$ cat src/rtl/ph_readout_if.sv
// Pulse-height FIFO read port and HS-PH output stream bundled for ph_readout_ctrl.
// master is the controller's view; slave is the FIFO/stream environment's view.
interface ph_readout_if;
    logic        ph_cache_valid;
    logic        ph_ready;
    logic [31:0] ph_rdata;
    logic        ph_rd_en;
    logic        ph_fifo_flush;
    logic        out_valid;
    logic        out_ready;
    logic [31:0] out_data;
    logic        out_last;

    modport master (
        input  ph_cache_valid, ph_ready, ph_rdata, out_ready,
        output ph_rd_en, ph_fifo_flush, out_valid, out_data, out_last
    );

    modport slave (
        output ph_cache_valid, ph_ready, ph_rdata, out_ready,
        input  ph_rd_en, ph_fifo_flush, out_valid, out_data, out_last
    );
endinterface

$ cat src/rtl/ph_readout_ctrl.sv
// Drains one complete pulse-height frame from the FIFO into a header-tagged stream packet,
// flushing stale, dropped or overrun frames and keeping frame/drop/error counters.
module ph_readout_ctrl #(
    parameter int unsigned NPIX        = 256,
    parameter int unsigned TIMEOUT_CYC = 4096,
    parameter int unsigned FLUSH_CYC   = 4,
    parameter logic [15:0] HDR_TAG     = 16'hA55A
) (
    input  logic         clk,
    input  logic         rst_n,
    input  logic         enable,
    ph_readout_if.master bus,
    output logic         busy,
    output logic [15:0]  frame_cnt,
    output logic [15:0]  drop_cnt,
    output logic [15:0]  err_cnt
);

    localparam int CW = $clog2(NPIX + 1);
    localparam int TW = $clog2(TIMEOUT_CYC + 1);
    localparam int FW = (FLUSH_CYC > 1) ? $clog2(FLUSH_CYC) : 1;

    localparam logic [CW-1:0] NPIX_C     = CW'(NPIX);
    localparam logic [CW-1:0] LAST_C     = CW'(NPIX - 1);
    localparam logic [TW-1:0] TMO_LAST   = TW'(TIMEOUT_CYC - 1);
    localparam logic [FW-1:0] FLUSH_LAST = FW'(FLUSH_CYC - 1);

    typedef enum logic [1:0] {S_IDLE, S_HDR, S_DRAIN, S_FLUSH} state_e;

    state_e          state_q, state_d;
    logic            cv_d1_q;
    logic            tmr_armed_q, tmr_armed_d;
    logic [TW-1:0]   tmr_q, tmr_d;
    logic            ovr_q, ovr_d;
    logic [FW-1:0]   flush_q, flush_d;
    logic [CW-1:0]   issued_q, issued_d;
    logic [CW-1:0]   words_q, words_d;
    logic            inflight_q;
    logic [1:0]      skid_cnt_q, skid_cnt_d;
    logic            skid_head_q, skid_head_d;
    logic [31:0]     skid_mem [2];
    logic [15:0]     frame_q, frame_d, drop_q, drop_d, err_q, err_d;

    logic            fs, rd_en, valid, last, flush, data_acc, push, pop, skid_wr_idx;
    logic [31:0]     data;

    function automatic logic [15:0] sat_inc(input logic [15:0] v);
        return (v == 16'hFFFF) ? v : v + 16'd1;
    endfunction

    assign fs = cv_d1_q & ~bus.ph_cache_valid;

    // NOTE: every output of this block gets a default first, so no path can infer a latch.
    always_comb begin
        state_d     = state_q;
        tmr_armed_d = tmr_armed_q;
        tmr_d       = tmr_q;
        ovr_d       = ovr_q;
        flush_d     = flush_q;
        issued_d    = issued_q;
        words_d     = words_q;
        frame_d     = frame_q;
        drop_d      = drop_q;
        err_d       = err_q;
        rd_en       = 1'b0;
        flush       = 1'b0;
        valid       = 1'b0;
        last        = 1'b0;
        data        = '0;

        case (state_q)
            S_IDLE: begin
                if (tmr_armed_q) tmr_d = tmr_q + 1'b1;
                if (fs) begin
                    tmr_armed_d = 1'b1;
                    tmr_d       = '0;
                end
                // A complete frame beats a coincident timeout; no error is charged then.
                if (bus.ph_ready) begin
                    tmr_armed_d = 1'b0;
                    flush_d     = '0;
                    issued_d    = '0;
                    words_d     = '0;
                    if (enable) begin
                        state_d = S_HDR;
                    end else begin
                        state_d = S_FLUSH;
                        drop_d  = sat_inc(drop_q);
                    end
                end else if (tmr_armed_q && (tmr_q == TMO_LAST) && !fs) begin
                    tmr_armed_d = 1'b0;
                    flush_d     = '0;
                    state_d     = S_FLUSH;
                    err_d       = sat_inc(err_q);
                end
            end

            S_HDR: begin
                valid = 1'b1;
                data  = {HDR_TAG, frame_q};
                if (fs) begin
                    ovr_d = 1'b1;
                    err_d = sat_inc(err_q);
                end
                if (bus.out_ready) state_d = S_DRAIN;
            end

            S_DRAIN: begin
                // An empty skid lets the word returning from the FIFO flow straight through.
                valid = (skid_cnt_q != 2'd0) | inflight_q;
                data  = (skid_cnt_q != 2'd0) ? skid_mem[skid_head_q] : bus.ph_rdata;
                last  = valid & (words_q == LAST_C);
                rd_en = (issued_q != NPIX_C) & ((skid_cnt_q + {1'b0, inflight_q}) < 2'd2);
                if (rd_en) issued_d = issued_q + 1'b1;
                if (fs) begin
                    ovr_d = 1'b1;
                    err_d = sat_inc(err_q);
                end
                if (valid && bus.out_ready) begin
                    words_d = words_q + 1'b1;
                    if (last) begin
                        frame_d = frame_q + 16'd1;
                        flush_d = '0;
                        state_d = ovr_d ? S_FLUSH : S_IDLE;
                    end
                end
            end

            S_FLUSH: begin
                flush       = 1'b1;
                tmr_armed_d = 1'b0;
                tmr_d       = '0;
                ovr_d       = 1'b0;
                if (flush_q == FLUSH_LAST) state_d = S_IDLE;
                else                       flush_d = flush_q + 1'b1;
            end

            default: state_d = S_IDLE;
        endcase
    end

    assign data_acc    = (state_q == S_DRAIN) & valid & bus.out_ready;
    assign pop         = data_acc & (skid_cnt_q != 2'd0);
    assign push        = inflight_q & ~(data_acc & (skid_cnt_q == 2'd0));
    assign skid_wr_idx = skid_head_q ^ skid_cnt_q[0];
    assign skid_cnt_d  = skid_cnt_q + {1'b0, push} - {1'b0, pop};
    assign skid_head_d = skid_head_q ^ pop;

    // NOTE: sequential state uses non-blocking assignments so every register samples pre-edge values.
    always_ff @(posedge clk or negedge rst_n) begin
        if (!rst_n) begin
            state_q     <= S_IDLE;
            cv_d1_q     <= 1'b0;
            tmr_armed_q <= 1'b0;
            tmr_q       <= '0;
            ovr_q       <= 1'b0;
            flush_q     <= '0;
            issued_q    <= '0;
            words_q     <= '0;
            inflight_q  <= 1'b0;
            skid_cnt_q  <= '0;
            skid_head_q <= 1'b0;
            frame_q     <= '0;
            drop_q      <= '0;
            err_q       <= '0;
        end else begin
            state_q     <= state_d;
            cv_d1_q     <= bus.ph_cache_valid;
            tmr_armed_q <= tmr_armed_d;
            tmr_q       <= tmr_d;
            ovr_q       <= ovr_d;
            flush_q     <= flush_d;
            issued_q    <= issued_d;
            words_q     <= words_d;
            inflight_q  <= rd_en;
            skid_cnt_q  <= skid_cnt_d;
            skid_head_q <= skid_head_d;
            frame_q     <= frame_d;
            drop_q      <= drop_d;
            err_q       <= err_d;
        end
    end

    // NOTE: skid storage is not reset; skid_cnt_q gates every read, so stale contents are never visible.
    always_ff @(posedge clk) begin
        if (push) skid_mem[skid_wr_idx] <= bus.ph_rdata;
    end

    assign bus.ph_rd_en      = rd_en;
    assign bus.ph_fifo_flush = flush;
    assign bus.out_valid     = valid;
    assign bus.out_data      = data;
    assign bus.out_last      = last;
    assign busy              = (state_q != S_IDLE);
    assign frame_cnt         = frame_q;
    assign drop_cnt          = drop_q;
    assign err_cnt           = err_q;

endmodule
$ cat src/flat_wrapper.sv
// flat-port wrapper written by rule: the top's interface ports become plain ports
module ph_readout_ctrl_flat 
#(
    parameter int unsigned NPIX        = 256,
    parameter int unsigned TIMEOUT_CYC = 4096,
    parameter int unsigned FLUSH_CYC   = 4,
    parameter logic [15:0] HDR_TAG     = 16'hA55A
)
  (clk, rst_n, enable, busy, frame_cnt, drop_cnt, err_cnt, bus_ph_cache_valid, bus_ph_ready, bus_ph_rdata, bus_out_ready, bus_ph_rd_en, bus_ph_fifo_flush, bus_out_valid, bus_out_data, bus_out_last);
  ph_readout_if bus_i ();
  input  logic clk;
  input  logic rst_n;
  input  logic enable;
  output logic busy;
  output logic [15:0] frame_cnt;
  output logic [15:0] drop_cnt;
  output logic [15:0] err_cnt;
  input wire logic [$bits(bus_i.ph_cache_valid)-1:0] bus_ph_cache_valid;
  input wire logic [$bits(bus_i.ph_ready)-1:0] bus_ph_ready;
  input wire logic [$bits(bus_i.ph_rdata)-1:0] bus_ph_rdata;
  input wire logic [$bits(bus_i.out_ready)-1:0] bus_out_ready;
  output wire logic [$bits(bus_i.ph_rd_en)-1:0] bus_ph_rd_en;
  output wire logic [$bits(bus_i.ph_fifo_flush)-1:0] bus_ph_fifo_flush;
  output wire logic [$bits(bus_i.out_valid)-1:0] bus_out_valid;
  output wire logic [$bits(bus_i.out_data)-1:0] bus_out_data;
  output wire logic [$bits(bus_i.out_last)-1:0] bus_out_last;
  assign bus_i.ph_cache_valid = bus_ph_cache_valid;
  assign bus_i.ph_ready = bus_ph_ready;
  assign bus_i.ph_rdata = bus_ph_rdata;
  assign bus_i.out_ready = bus_out_ready;
  assign bus_ph_rd_en = bus_i.ph_rd_en;
  assign bus_ph_fifo_flush = bus_i.ph_fifo_flush;
  assign bus_out_valid = bus_i.out_valid;
  assign bus_out_data = bus_i.out_data;
  assign bus_out_last = bus_i.out_last;
  ph_readout_ctrl #(.NPIX(NPIX), .TIMEOUT_CYC(TIMEOUT_CYC), .FLUSH_CYC(FLUSH_CYC), .HDR_TAG(HDR_TAG)) u_core (.clk(clk), .rst_n(rst_n), .enable(enable), .bus(bus_i), .busy(busy), .frame_cnt(frame_cnt), .drop_cnt(drop_cnt), .err_cnt(err_cnt));
endmodule
$ cat config.mk
export PLATFORM = sky130hd
export DESIGN_NAME = ph_readout_ctrl_flat
export DESIGN_NICKNAME = d
export VERILOG_FILES = /design/src/rtl/ph_readout_if.sv /design/src/rtl/ph_readout_ctrl.sv /design/src/flat_wrapper.sv
export SDC_FILE = /design/constraint.sdc
export NUM_CORES = 1
export LEC_CHECK = 0
export BUFFER_PORTS_ARGS = -buffer_cell sky130_fd_sc_hd__buf_4
export CAP_MARGIN = 20
export CORE_ASPECT_RATIO = 1.75
export CORE_UTILIZATION = 53
export CTS_BUF_LIST = sky130_fd_sc_hd__clkbuf_8
export CTS_CLUSTER_DIAMETER = 200
export DETAILED_ROUTE_END_ITERATION = 6
export GPL_TIMING_DRIVEN = 0
export PLACE_DENSITY = 0.79
export SYNTH_ARGS = -nofsm -noshare
export SYNTH_HDL_FRONTEND = slang
export SYNTH_SLANG_ARGS = --single-unit
$ cat constraint.sdc
create_clock -name clk -period 3 [get_ports clk]
set_clock_uncertainty 0.1 [all_clocks]
set_input_delay 0.45 -clock clk [delete_from_list [all_inputs] [get_ports clk]]
set_output_delay 0.45 -clock clk [all_outputs]
set_load 0.01 [all_outputs]
Yosys cells after proc, flatten, opt, wreduce, memory -nomap -nowiden
Memory sizes are Yosys's and may differ from the RTL's.
Index checks and enable logic that the tools add are counted.
Storage, ports and cells
  register bits after elaboration: 90
  memory bits (writable): 64
  bits of input ports: 38
  memories kept: 1
Cells by class
  add/subtract/negate cells: 10
  $lt $le $gt $ge: 1
  equality and inequality tests: 22
  muxes and demuxes: 43
  bitwise logic cells: 15
  reductions and logical operators: 23
Memory list
  u_core.skid_mem: depth 2, width 32, rd ports 1, clocked after memory_dff 0, wr ports 1, RTL line ph_readout_ctrl.sv:41  | logic [31:0] skid_mem [2];
Operator list (number)
  16-bit two-way mux: 4
  32-bit one-hot mux with 2 select lines: 1
  16-bit by 1-bit adder with 16-bit output, second input constant: 3
  9-bit one-hot mux with 2 select lines: 2
  16-bit == test, second input constant: 2
  32-bit two-way mux: 1
  16-bit one-hot mux with 2 select lines: 1
  9-bit two-way mux: 3
  13-bit two-way mux: 2
  2-bit two-way mux: 13
  13-bit one-hot mux with 2 select lines: 1
  9-bit by 1-bit adder with 9-bit output, second input constant: 2
  13-bit by 1-bit adder with 13-bit output, second input constant: 1
  13-bit by 12-bit == test with 1-bit output, second input constant: 1
  2-bit by 1-bit inequality test with 1-bit output, second input constant: 6
  1-bit two-way mux: 10
  5-bit AND reduction: 2
  2-bit nonzero test: 5
  9-bit by 8-bit == test with 1-bit output, second input constant: 1
  9-bit inequality test, second input constant: 1
  3-bit AND reduction: 3
  1-bit bitwise AND: 8
  2-bit inequality test, second input constant: 4
  2-bit one-hot mux with 4 select lines: 1
  other kinds (22): 36

Depth between registers and ports, before layout
Gate-level depths: netlist (run 1).
  word-level depth: 10
  gate-level depth with buffers: 11
  depth with buffers taken out: 10

Least setup slack after synthesis (run 1)
No wires, ideal clock.
  path kind: register to register
  start: reg u_core.state_q[0]
  end: mem u_core.skid_mem[0][0] (enable)
  data arrival time: 2608 ps
  required time: 2476 ps
  path slack: -132 ps
  cell stages (with the launch flop): 7
  buffers on the path: 1
  period minus slack after synthesis: 3132 ps
  cell sequence: dfrtp_1 inv_1 ha_1 clkbuf_1 nand3_1 o21ai_0 nor2b_1
On the way
  cells in the longest elaborated chain, start to end: 9
  elaborated cells on any way between the ends: 10
  those cells by class: eq/ne: 2; mux: 3; bitwise: 5
RTL lines
  start: declaration: RTL line ph_readout_ctrl.sv:30  | state_e state_q, state_d;
  start signal: assignment: RTL line ph_readout_ctrl.sv:167  | state_q <= state_d;
  2-bit == test or 2-bit by 1-bit == test with 1-bit output (tied branches): RTL line ph_readout_ctrl.sv:71, ph_readout_ctrl.sv:142
  1-bit one-hot mux with 2 select lines: RTL line ph_readout_ctrl.sv:71  | case (state_q)
  1-bit bitwise AND * (2 in series): RTL line ph_readout_ctrl.sv:142  | assign data_acc = (state_q == S_DRAIN) & valid & bus.out_ready;
  1-bit bitwise AND *: RTL line ph_readout_ctrl.sv:144  | assign push = inflight_q & ~(data_acc & (skid_cnt_q == 2'd0));
  1-bit NOT *: RTL line ph_readout_ctrl.sv:144
  1-bit bitwise AND *: RTL line ph_readout_ctrl.sv:144
  1-bit two-way mux *: RTL line ph_readout_ctrl.sv:186  | if (push) skid_mem[skid_wr_idx] <= bus.ph_rdata;
  1-bit two-way mux (implied by the code) *: RTL line ph_readout_ctrl.sv:186
  end: declaration: RTL line ph_readout_ctrl.sv:41
Mark *: on every way between the ends. The rest lies on a longest branch, timed or not.

Worst setup path in the final report (run 1)
  start: reg u_core.state_q[1]
  end: out bus_out_data[4]
On the way
  cells in the longest elaborated chain, start to end: 2
  elaborated cells on any way between the ends: 3
  those cells by class: eq/ne: 2; mux: 1
RTL lines
  2-bit == test or 2-bit by 1-bit == test with 1-bit output (tied branches): RTL line ph_readout_ctrl.sv:71
  32-bit one-hot mux with 2 select lines *: RTL line ph_readout_ctrl.sv:71
  end: declaration: RTL line flat_wrapper.sv:25  | output wire logic [$bits(bus_i.out_data)-1:0] bus_out_data;
Marked as above.

==> metrics.txt, run 1 <==
vias in the first global route 5719; setup bufs post-CTS 0; Ys Warns 0; ANT nets after route 0; overall global routing resource usage approximately a quarter; Worst-Margin Slew 957.6 ps; Placed Cells just under 1000; reg-to-reg startpoint u_core.state_q[0]$_DFFE_PN0P_; max_cap viols 0; PwrDens 798.8 nW/um2; Setup WS post-layout between 100 and 150 ps; CP Max Fanout 10; synthesized cell area 7350 um2; DR WL/cell about 17 um; Slowest cell on crit path dfrtp_1; Ports between 100 and 150; Seq/Total Area, Yosys a little under three fifths; RSZ-0062 raised after global routing yes; clk slew on worst S/H paths 90 ps; Min Clock Period, post-route about 2900 ps; hpwl dp roughly 12000 um; Root Buffer clkbuf_8; CP cell instances inv_1, ha_2, nand2_1, buf_1, o21ai_0, buf_4; Die H about 160 um; vias per inst around 5.7; hold path depth 1; nets slightly below 900; DRT Pass-1 Iters 4; CORE AREA approximately 13000 um2; Layout Utilization between 60% and 70%; worst vdd ir around 0.62 mV; Final Wtd Congestion roughly 0.84; Non-Filler Instances between 900 and 1000; commonest non-fill, non-tap cell in the layout buf_4; clock sinks 154; htree depth 4; critical path's largest stage delay 430 ps; Max-slew headroom approximately 36%; pre-CTS setup slack roughly 31 ps; CP required 2450 ps; CTS tree built; share of cells above drive strength 1 a little under a quarter; number of remaining DRC errors 0; Area Growth Syn to Fin 21.26%; overall power 7.119 mW; DR vias 5704; CTS buffer count 17; drt initial violations 261; Worst EP arrival ~2300 ps; Setup crit end kind output port; synthesized area per cell approximately 11 um2; r2r setup slk 250 ps; Final Hold Fails 0; Final period util ~95%; Yosys reg bits approximately 150; Critical Path Start u_core.state_q[1]$_DFFE_PN0P_; r2r endpoint u_core.skid_cnt_q[1]$_DFF_PN0_; maximum operating frequency approximately 350 MHz; pin count of the biggest net entering global routing 91; fillcell total approximately 1100; final WL around 17000 um; hold slack 37.19 ps; status finished clean; # rows 56; Die W about 90 um; Post-Synthesis Cells 670; Static Leak ~4 nW; first-pass GRT wire length about 28000 um; # port buffers 122; Crit Path Category flip-flop to output port; total die area between 10000 and 15000 um2; grt total ovfl 0; CTS max path bufs 2; initial antenna violation count 0; reg2reg path depth 9; Startpoint Class flip-flop; # diodes 0; hold_sp bus_ph_cache_valid; most frequent cells in the layout 122 x buf_4, 90 x dfrtp_1, 73 x nor2_1; Syn Nets 725; Starting Density between 50% and 60%; Setup violations, final 0; Hold Crit Class input port to flip-flop; Slew Viols, Final 0; Min-Delay Endpoint u_core.cv_d1_q$_DFF_PN0_; worst skew pair latency about 450 ps; count of cell types in the netlist 47
-- per-stage QoR --
stage	TNS [ps]	area [um2]
2_1_floorplan	0	7355
3_3_place_gp	-16190	8488
3_5_place_dp	0	8498
4_1_cts	0	8861
5_1_grt	-45.22	8912
6_report	0	8912
-- routing by layer --
layer	up-vias	GRT usage (%)	wire [um]
met5	-	0	0
met4	0	9.146	279
met3	23	4.323	784
met2	188	46.21	9178
met1	2829	27.14	6548
li1	2664	-	-
-- final cells by class --
cell class                      count  area, um2  share of cell area (%)
Sequential cell                   154       4174                   46.83
Multi-Input combinational cell    472       3015                   33.83
Tap cell                          174      217.7                   2.443
Buffer                             26      130.1                   1.460
Timing Repair Buffer              124      953.4                   10.70
Clock inverter                     15      127.6                   1.432
Clock buffer                       17      234.0                   2.625
Inverter                           16      60.06                  0.6739
-- kinds of logic (layout without fill, tap and decap cells) --
kind of cell    count (synthesis)  after routing  share of synthesized area [%]
compound gates                113            113                          8.716
xor+xnor                       60             60                          7.150
fa+ha+maj                      17             17                          2.894
buf+inv                        44            198                          2.536
flops                         154            154                          56.79
mux                            40             40                          5.567
simple gates                  242            242                          16.34
-- how the worst max path moves through the flow --
| stage | end | cells after the start |
|---|---|---|
| final | bus_out_data[4] | 6 |
| after global routing | bus_out_data[28] | 6 |
| after CTS | u_core.skid_cnt_q[1]$_DFF_PN0_ | 9 |
| after detailed placement | bus_out_data[14] | 9 |
| after global placement | u_core.skid_mem[1][1]$_DFFE_PP_ | 6 |
| after floorplan | u_core.skid_mem[0][0]$_DFFE_PP_ | 6 |
-- synthesized netlist by cell type (all sizes together) --
| cell | instances | area (um2) |
|---|---|---|
| xnor2 | 39 | 341.6 |
| o21a | 2 | 15.01 |
| nand4 | 23 | 143.9 |
| a21oi | 35 | 175.2 |
| and3 | 19 | 121.4 |
| clkbuf | 20 | 75.07 |
| nor2 | 74 | 277.8 |
| nand4b | 2 | 17.52 |
| edfxtp | 64 | 1922 |
| mux2 | 7 | 78.83 |
| dfrtp | 90 | 2252 |
| mux2i | 33 | 330.3 |
| nand2b | 7 | 43.79 |
| o31ai | 1 | 7.510 |
| a31oi | 4 | 25.02 |
| a32o | 1 | 10.01 |
| a311oi | 2 | 17.52 |
| a211oi | 8 | 65.06 |
| o21bai | 3 | 22.52 |
| a221o | 1 | 10.01 |
| or2 | 1 | 6.260 |
| nor2b | 5 | 31.28 |
| nand3 | 32 | 172.7 |
| and4 | 6 | 53.80 |
| nor3 | 6 | 41.29 |
| o22ai | 1 | 6.260 |
| a41oi | 1 | 8.760 |
| nor4 | 1 | 6.260 |
| ha | 17 | 212.7 |
| a21o | 1 | 7.510 |
| o21ai | 52 | 260.3 |
| inv | 16 | 60.06 |
| nand3b | 2 | 15.01 |
| o211a | 1 | 10.01 |
| xor2 | 21 | 183.9 |
| nand2 | 55 | 206.5 |
| buf | 8 | 51.29 |
| and2 | 8 | 52.55 |
| or4 | 1 | 11.26 |
-- worst max-delay path, delay by kind of cell (launching register included) --
family / cells / cell delay, ps
AO/OA/AOI/OAI: 1 / 180
adder cells (fa/ha/maj): 1 / 360
buffers and inverters: 3 / 730
flip-flops: 1 / 430
AND/OR/NAND/NOR: 1 / 170
-- flip-flops by register name, indices dropped and copies added, names as in the netlist, 2 cells and up --
signal and cells:
u_core.err_cnt 16, u_core.skid_mem 64, u_core.flush_q 2, u_core.frame_cnt 16, u_core.issued_q 9, u_core.drop_cnt 16, u_core.skid_cnt_q 2, u_core.state_q 2
u_core.words_q 9, u_core.tmr_q 13
-- power breakdown --
part           internal, mW  switching, mW  total (mW)  leakage, nW
clock network         0.600          0.840        1.44        0.180
logic                  1.15           1.73        2.87         1.96
registers              2.57          0.241        2.81         1.79
-- timing repair --
item	CTS	global route
hold buffers	0	1
endpoints found under the hold margin	0	22
resized for setup	5	8
endpoints found under the setup margin	19	83
No activity file was read; power rests on OpenSTA's default activity.
==> run 2, diff against run 1 <==
--- a/config.mk
+++ b/config.mk
@@ -5,15 +5,17 @@
 export SDC_FILE = /design/constraint.sdc
 export NUM_CORES = 1
 export LEC_CHECK = 0
+export ABC_AREA = 1
 export BUFFER_PORTS_ARGS = -buffer_cell sky130_fd_sc_hd__buf_4
 export CAP_MARGIN = 20
 export CORE_ASPECT_RATIO = 1.75
 export CORE_UTILIZATION = 53
 export CTS_BUF_LIST = sky130_fd_sc_hd__clkbuf_8
 export CTS_CLUSTER_DIAMETER = 200
+export CTS_CLUSTER_SIZE = 24
 export DETAILED_ROUTE_END_ITERATION = 6
 export GPL_TIMING_DRIVEN = 0
-export PLACE_DENSITY = 0.79
+export PLACE_DENSITY = 0.78
 export SYNTH_ARGS = -nofsm -noshare
 export SYNTH_HDL_FRONTEND = slang
 export SYNTH_SLANG_ARGS = --single-unit
==> run 2 against run 1 <==
- register-to-register slack improved by 120 ps
- flip-flop and latch count stayed put
- synthesized cell count grew 40%
- global-route usage rose by 1.4 points
- clock-buffer cell count did not move
- utilization down 1.1 points
- sequential share of layout area fell by 3.6 points
- via count increased by 21%
- largest cell class unchanged
- highest routed layer unchanged
==> metrics.txt, run 2 <==
status finished clean; Final period util 96.22%; final WL just under 20000 um; hold slack between 20 and 30 ps; top cells by area, synth dfrtp_1 28%, edfxtp_1 24%, nand2_1 13%, inv_1 4.2%, o21ai_0 4.0%; grt total ovfl 0; part of the power in registers roughly 36%; Max-slew headroom between 40% and 50%; RSZ-0062 raised after global routing no; CTS buffer count 17; Placed Cells roughly 1200; top_reg_cell synth dfrtp_1; count of cell types in the netlist 37; htree depth 4; # port buffers 122; r2r endpoint u_core.skid_mem[1][15]$_DFFE_PP_; DR vias about 6900; initial antenna violation count 0; Non-Filler Instances 1275; max reg flops 64; total die area around 16000 um2; Starting Density approximately 54%; Yosys reg bits between 150 and 200; share of cells above drive strength 1 between 10% and 20%; Internal 4.636 mW; DRT Pass-1 Iters 5; reg-to-reg startpoint u_core.state_q[1]$_DFFE_PN0P_; number of remaining DRC errors 0; maximum operating frequency 346.4 MHz; reg2reg path depth 8; synthesized cell area roughly 8000 um2; Die W 94.97 um; hpwl dp approximately 15000 um; drt initial violations ~350; worst skew pair latency about 450 ps; # diodes 0; # rows about 60; Worst-Margin Slew 797.8 ps; setup TNS 0 ps; Area Growth Syn to Fin 20.56%; r2r setup slk roughly 370 ps; Post-Synthesis Cells between 900 and 1000; clk slew on worst S/H paths roughly 90 ps; top post-synthesis cells by count 270 x nand2_1, 90 x dfrtp_1, 89 x inv_1, 73 x nor2_1; ANT nets after route 0; Final Wtd Congestion just under 0.9; CP Max Fanout 10; most frequent cell after synthesis nand2_1; Setup violations, final 0; Clk pwr share 19.3%; PwrDens between 800 and 900 nW/um2; Hold Crit Class input port to flip-flop; fillcell total 1266; vias in the first global route about 6600; Critical Path Start u_core.state_q[1]$_DFFE_PN0P_; Syn Nets 990; Post-synth EDFFs 64; Switch Pwr approximately 3.4 mW; CTS tree built; Startpoint Class flip-flop; Setup crit end kind output port; top-area cell type share of the netlist area between 20 and 30%; nets roughly 1100; pin count of the biggest net entering global routing 54; DR WL/cell between 15 and 20 um; commonest non-fill, non-tap cell in the layout nand2_1; Worst EP arrival between 2000 and 2500 ps; Static Leak approximately 4.3 nW; overall power ~8.1 mW; Root Buffer clkbuf_8; CP required 2450 ps; worst vdd ir between 0.4 and 0.5 mV; ys async rst share 58.44%; max_cap viols 0; Ports 123; CTS max path bufs 2; first-pass GRT wire length roughly 31000 um; synthesized area per cell approximately 8.6 um2; Min Clock Period, post-route about 2900 ps; most frequent cells in the layout 270 x nand2_1, 123 x buf_4, 90 x dfrtp_1; Die H between 150 and 200 um; CP endpoint bus_out_data[15]; Final Cell Area 9664 um2; Seq/Total Area, Yosys 52.07%; Largest Register u_core.skid_mem; Ys Warns 0; leading area contributor after synthesis dfrtp_1; post-place instance area slightly above 9000 um2; vias per inst 5.405; Slew Viols, Final 0; sw frac between 40% and 50%; overall global routing resource usage between 20 and 30%; Comb pwr share between 40 and 50%; CORE AREA ~15000 um2; Crit Path Category flip-flop to output port; clock sinks about 150; Final Hold Fails 0
==> run 2: timing repair <==
item	CTS	global route
resized for setup	5	4
hold buffers	1	0
buffers inserted	0	0
setup endpoints to repair	14	18
endpoints found under the hold margin	37	0
cloned	0	0
==> run 2: cell families after synthesis <==
kind of cell	after synthesis	share of synthesized area [%]
AO/OA/AOI/OAI	134	9.240
XOR/XNOR	41	4.479
adder cells (fa/ha/maj)	17	2.653
buffers and inverters	124	6.259
flip-flops	154	52.07
multiplexers	1	0.1249
AND/OR/NAND/NOR	464	25.18
==> run 2: metrics by stage <==
step                setup WS, ps  utilization (%)
floorplan                 -177.7                -
global placement           -1136            61.74
detailed placement         19.60            62.30
CTS                        4.968            65.09
global route               26.61            65.13
finish                     113.3            65.13
==> run 2: area by class of cell <==
type                            instances  area, um2  area share (%)
Timing Repair Buffer                  126      993.5           10.28
Buffer                                 29      148.9           1.541
Multi-Input combinational cell        657       3368           34.85
Clock buffer                           17      234.0           2.421
Tap cell                              183      229.0           2.369
Sequential cell                       154       4174           43.19
Clock inverter                         15      161.4           1.670
Inverter                               94      355.3           3.677
==> run 2: power groups by stage <==
stage	clock, mW	sequential [mW]	combinational, mW
after floorplan	0	2.94	2.15
after global placement	0	2.96	3.43
after detailed placement	0	2.95	3.57
after CTS	1.59	2.91	3.60
after global routing	1.66	2.96	4.01
final	1.56	2.91	3.60
==> run 2: worst min-delay path by stage <==
stage	cells after the start	slack, ps	end	from
2_1_floorplan	0	50	u_core.cv_d1_q$_DFF_PN0_	rst_n
3_3_place_gp	2	370	u_core.ovr_q$_DFFE_PN0P_	u_core.ovr_q$_DFFE_PN0P_
3_5_place_dp	1	360	u_core.frame_cnt[12]$_DFFE_PN0P_	rst_n
6_report	1	30	u_core.cv_d1_q$_DFF_PN0_	bus_ph_cache_valid
5_1_grt	1	7	u_core.cv_d1_q$_DFF_PN0_	bus_ph_cache_valid
4_1_cts	1	10	u_core.cv_d1_q$_DFF_PN0_	bus_ph_cache_valid
==> run 2: critical path, cell delays in order (launching register included) <==
cell,delay (ps)
dfrtp_1,420
inv_1,160
ha_1,270
nand2_1,200
clkbuf_1,310
o22ai_1,340
buf_4,180
==> run 2: metal layers <==
metal	track usage, %	wire length (um)	vias to the layer above	share of wire [%]
li1	-	-	3385	-
met1	27.34	7328	3281	38
met2	48.76	10570	185	54
met3	4.788	953	40	4.9
met4	10.88	624	0	3.2
met5	0	0	-	0
==> run 3, diff against run 2 <==
--- a/config.mk
+++ b/config.mk
@@ -9,13 +9,11 @@
 export BUFFER_PORTS_ARGS = -buffer_cell sky130_fd_sc_hd__buf_4
 export CAP_MARGIN = 20
 export CORE_ASPECT_RATIO = 1.75
-export CORE_UTILIZATION = 53
+export CORE_UTILIZATION = 25
 export CTS_BUF_LIST = sky130_fd_sc_hd__clkbuf_8
 export CTS_CLUSTER_DIAMETER = 200
-export CTS_CLUSTER_SIZE = 24
 export DETAILED_ROUTE_END_ITERATION = 6
 export GPL_TIMING_DRIVEN = 0
-export PLACE_DENSITY = 0.78
 export SYNTH_ARGS = -nofsm -noshare
 export SYNTH_HDL_FRONTEND = slang
 export SYNTH_SLANG_ARGS = --single-unit
==> run 3 against run 2 <==
- utilization decreased by 33 points
- final cell count rose by 17%
- design area increased by 3.6%
- non-clock buffer count up 3
- first-iteration DRC count up 18%
- fmax is 0.36% higher
- combinational power up 3%
- routed wire length up 13%
- global-route usage decreased by 12 points
- largest cell class unchanged
- largest power group unchanged
==> metrics.txt, run 3 (synthesis results as in run 2) <==
status finished clean; max reg flops 64; Worst EP arrival around 2300 ps; most frequent cells in the layout 270 x nand2_1, 124 x buf_4, 89 x dfrtp_1; PwrDens around 830 nW/um2; grt total ovfl 0; Die W ~140 um; clk slew on worst S/H paths 100 ps; pin count of the biggest net entering global routing between 60 and 70; number of remaining DRC errors 0; DR WL/cell between 10 and 15 um; Final Cell Area 10020 um2; vias per inst 4.602; # rows 86; Layout Utilization 31.77%; Crit Path Category flip-flop to output port; Max-slew headroom between 50% and 60%; Min Clock Period, post-route ~2900 ps; part of the power in registers between 30% and 40%; htree depth 4; first-pass GRT wire length 35420 um; RSZ-0062 raised after global routing no; Clk pwr share roughly a fifth; ANT nets after route 0; CORE AREA 31530 um2; DR vias 6866; clock sinks roughly 150; # port buffers 122; worst vdd ir 0.4683 mV; Root Buffer clkbuf_8; Switch Pwr 3.496 mW; Critical Path Start u_core.state_q[0]$_DFFE_PN0P_; drt initial violations between 400 and 500; Comb pwr share approximately 45%; share of cells above drive strength 1 19.36%; CTS max path bufs 2; Setup violations, final 0; CTS buffer count 17; sw frac 41.97%; Final period util roughly 96%; CP Max Fanout 10; nets approximately 1100; Starting Density around a quarter; Hold Crit Class input port to flip-flop; Largest Register u_core.skid_mem; CP required 2450 ps; DRT Pass-1 Iters 6; post-place instance area 9525 um2; CTS tree built; overall power approximately 8.3 mW; maximum operating frequency 347.7 MHz; Worst-Margin Slew 707.6 ps; Die H around 240 um; final WL roughly 22000 um; worst skew pair latency around 470 ps; Final Wtd Congestion between 0.8 and 0.9; vias in the first global route 7037; max_cap viols 0; initial antenna violation count 1; commonest non-fill, non-tap cell in the layout nand2_1; overall global routing resource usage about 14%; Startpoint Class flip-flop; Area Growth Syn to Fin 24.94%; Setup crit end kind output port; Final Hold Fails 0; hpwl dp between 15000 and 20000 um; hold_sp bus_ph_rdata[29]; Internal between 4 and 5 mW; Ports about 120; Static Leak ~4.4 nW; Slew Viols, Final 0; total die area around 33000 um2; reg-to-reg startpoint u_core.state_q[1]$_DFFE_PN0P_
-- run 3: layout make-up --
class	count	area, um2
Fill cell	3265	21510
Sequential cell	154	4175
Multi-Input combinational cell	657	3368
Timing Repair Buffer	128	1026
Tap cell	396	495.5
Inverter	94	355.3
Clock buffer	17	234.0
Clock inverter	15	185.2
Buffer	30	173.9
Antenna cell	1	2.502
-- run 3: critical path, stage by stage, from the launching register on --
cell	delay [ps]
dfrtp_2	440
inv_2	100
ha_1	140
clkbuf_4	180
nand2_1	60
inv_1	90
buf_6	150
clkbuf_8	180
o21ai_0	100
a31oi_1	250
buf_4	170
-- run 3: timing repair --
action | 4_1_cts | 5_1_grt
setup buffers | 0 | 1
hold buffers | 2 | 0
endpoints found under the hold margin | 27 | 0
cloned | 0 | 0
resized for setup | 9 | 13
endpoints found under the setup margin | 32 | 19
-- run 3: stage by stage --
stage / hold WS [ps] / instances / worst slack [ps] / TNS, ps
after floorplan: 54.41 / 935 / -177.7 / -11370
after global placement: 359.7 / 1453 / -1248 / -79350
after detailed placement: 305.9 / 1456 / -59.11 / -72.38
after CTS: 33.16 / 1490 / 5.863 / 0
after global routing: 27.40 / 1492 / 3.746 / 0
final: 58.64 / 1492 / 123.8 / 0
-- run 3: power by group through the flow --
stage	clock network, mW	registers [mW]	logic, mW
after floorplan	0	2.94	2.15
after global placement	0	2.97	3.55
after detailed placement	0	2.96	3.68
after CTS	1.74	2.92	3.74
after global routing	1.83	2.97	4.17
final	1.70	2.92	3.71
-- run 3: final timing paths --
path                                                    end  slack (ps)  depth (start not counted)
max                                        bus_out_data[23]         120                         10
min                        u_core.skid_mem[0][29]$_DFFE_PP_          60                          1
max reg2reg                 u_core.skid_mem[1][4]$_DFFE_PP_         260                          8
min reg2reg                        u_core.ovr_q$_DFFE_PN0P_         390                          2
max in group asynchronous     u_core.state_q[0]$_DFFE_PN0P_        1770                          3
min in group asynchronous    u_core.err_cnt[13]$_DFFE_PN0P_         340                          2
-- run 3: layer usage --
metal	share of wire (%)	wire [um]	up-vias	track usage (%)
met1	36	7862	3294	13.63
met4	2.8	619	0	5.828
met2	57	12680	141	27.82
met5	0	0	-	0
met3	4.2	932	33	2.926
li1	-	-	3398	-
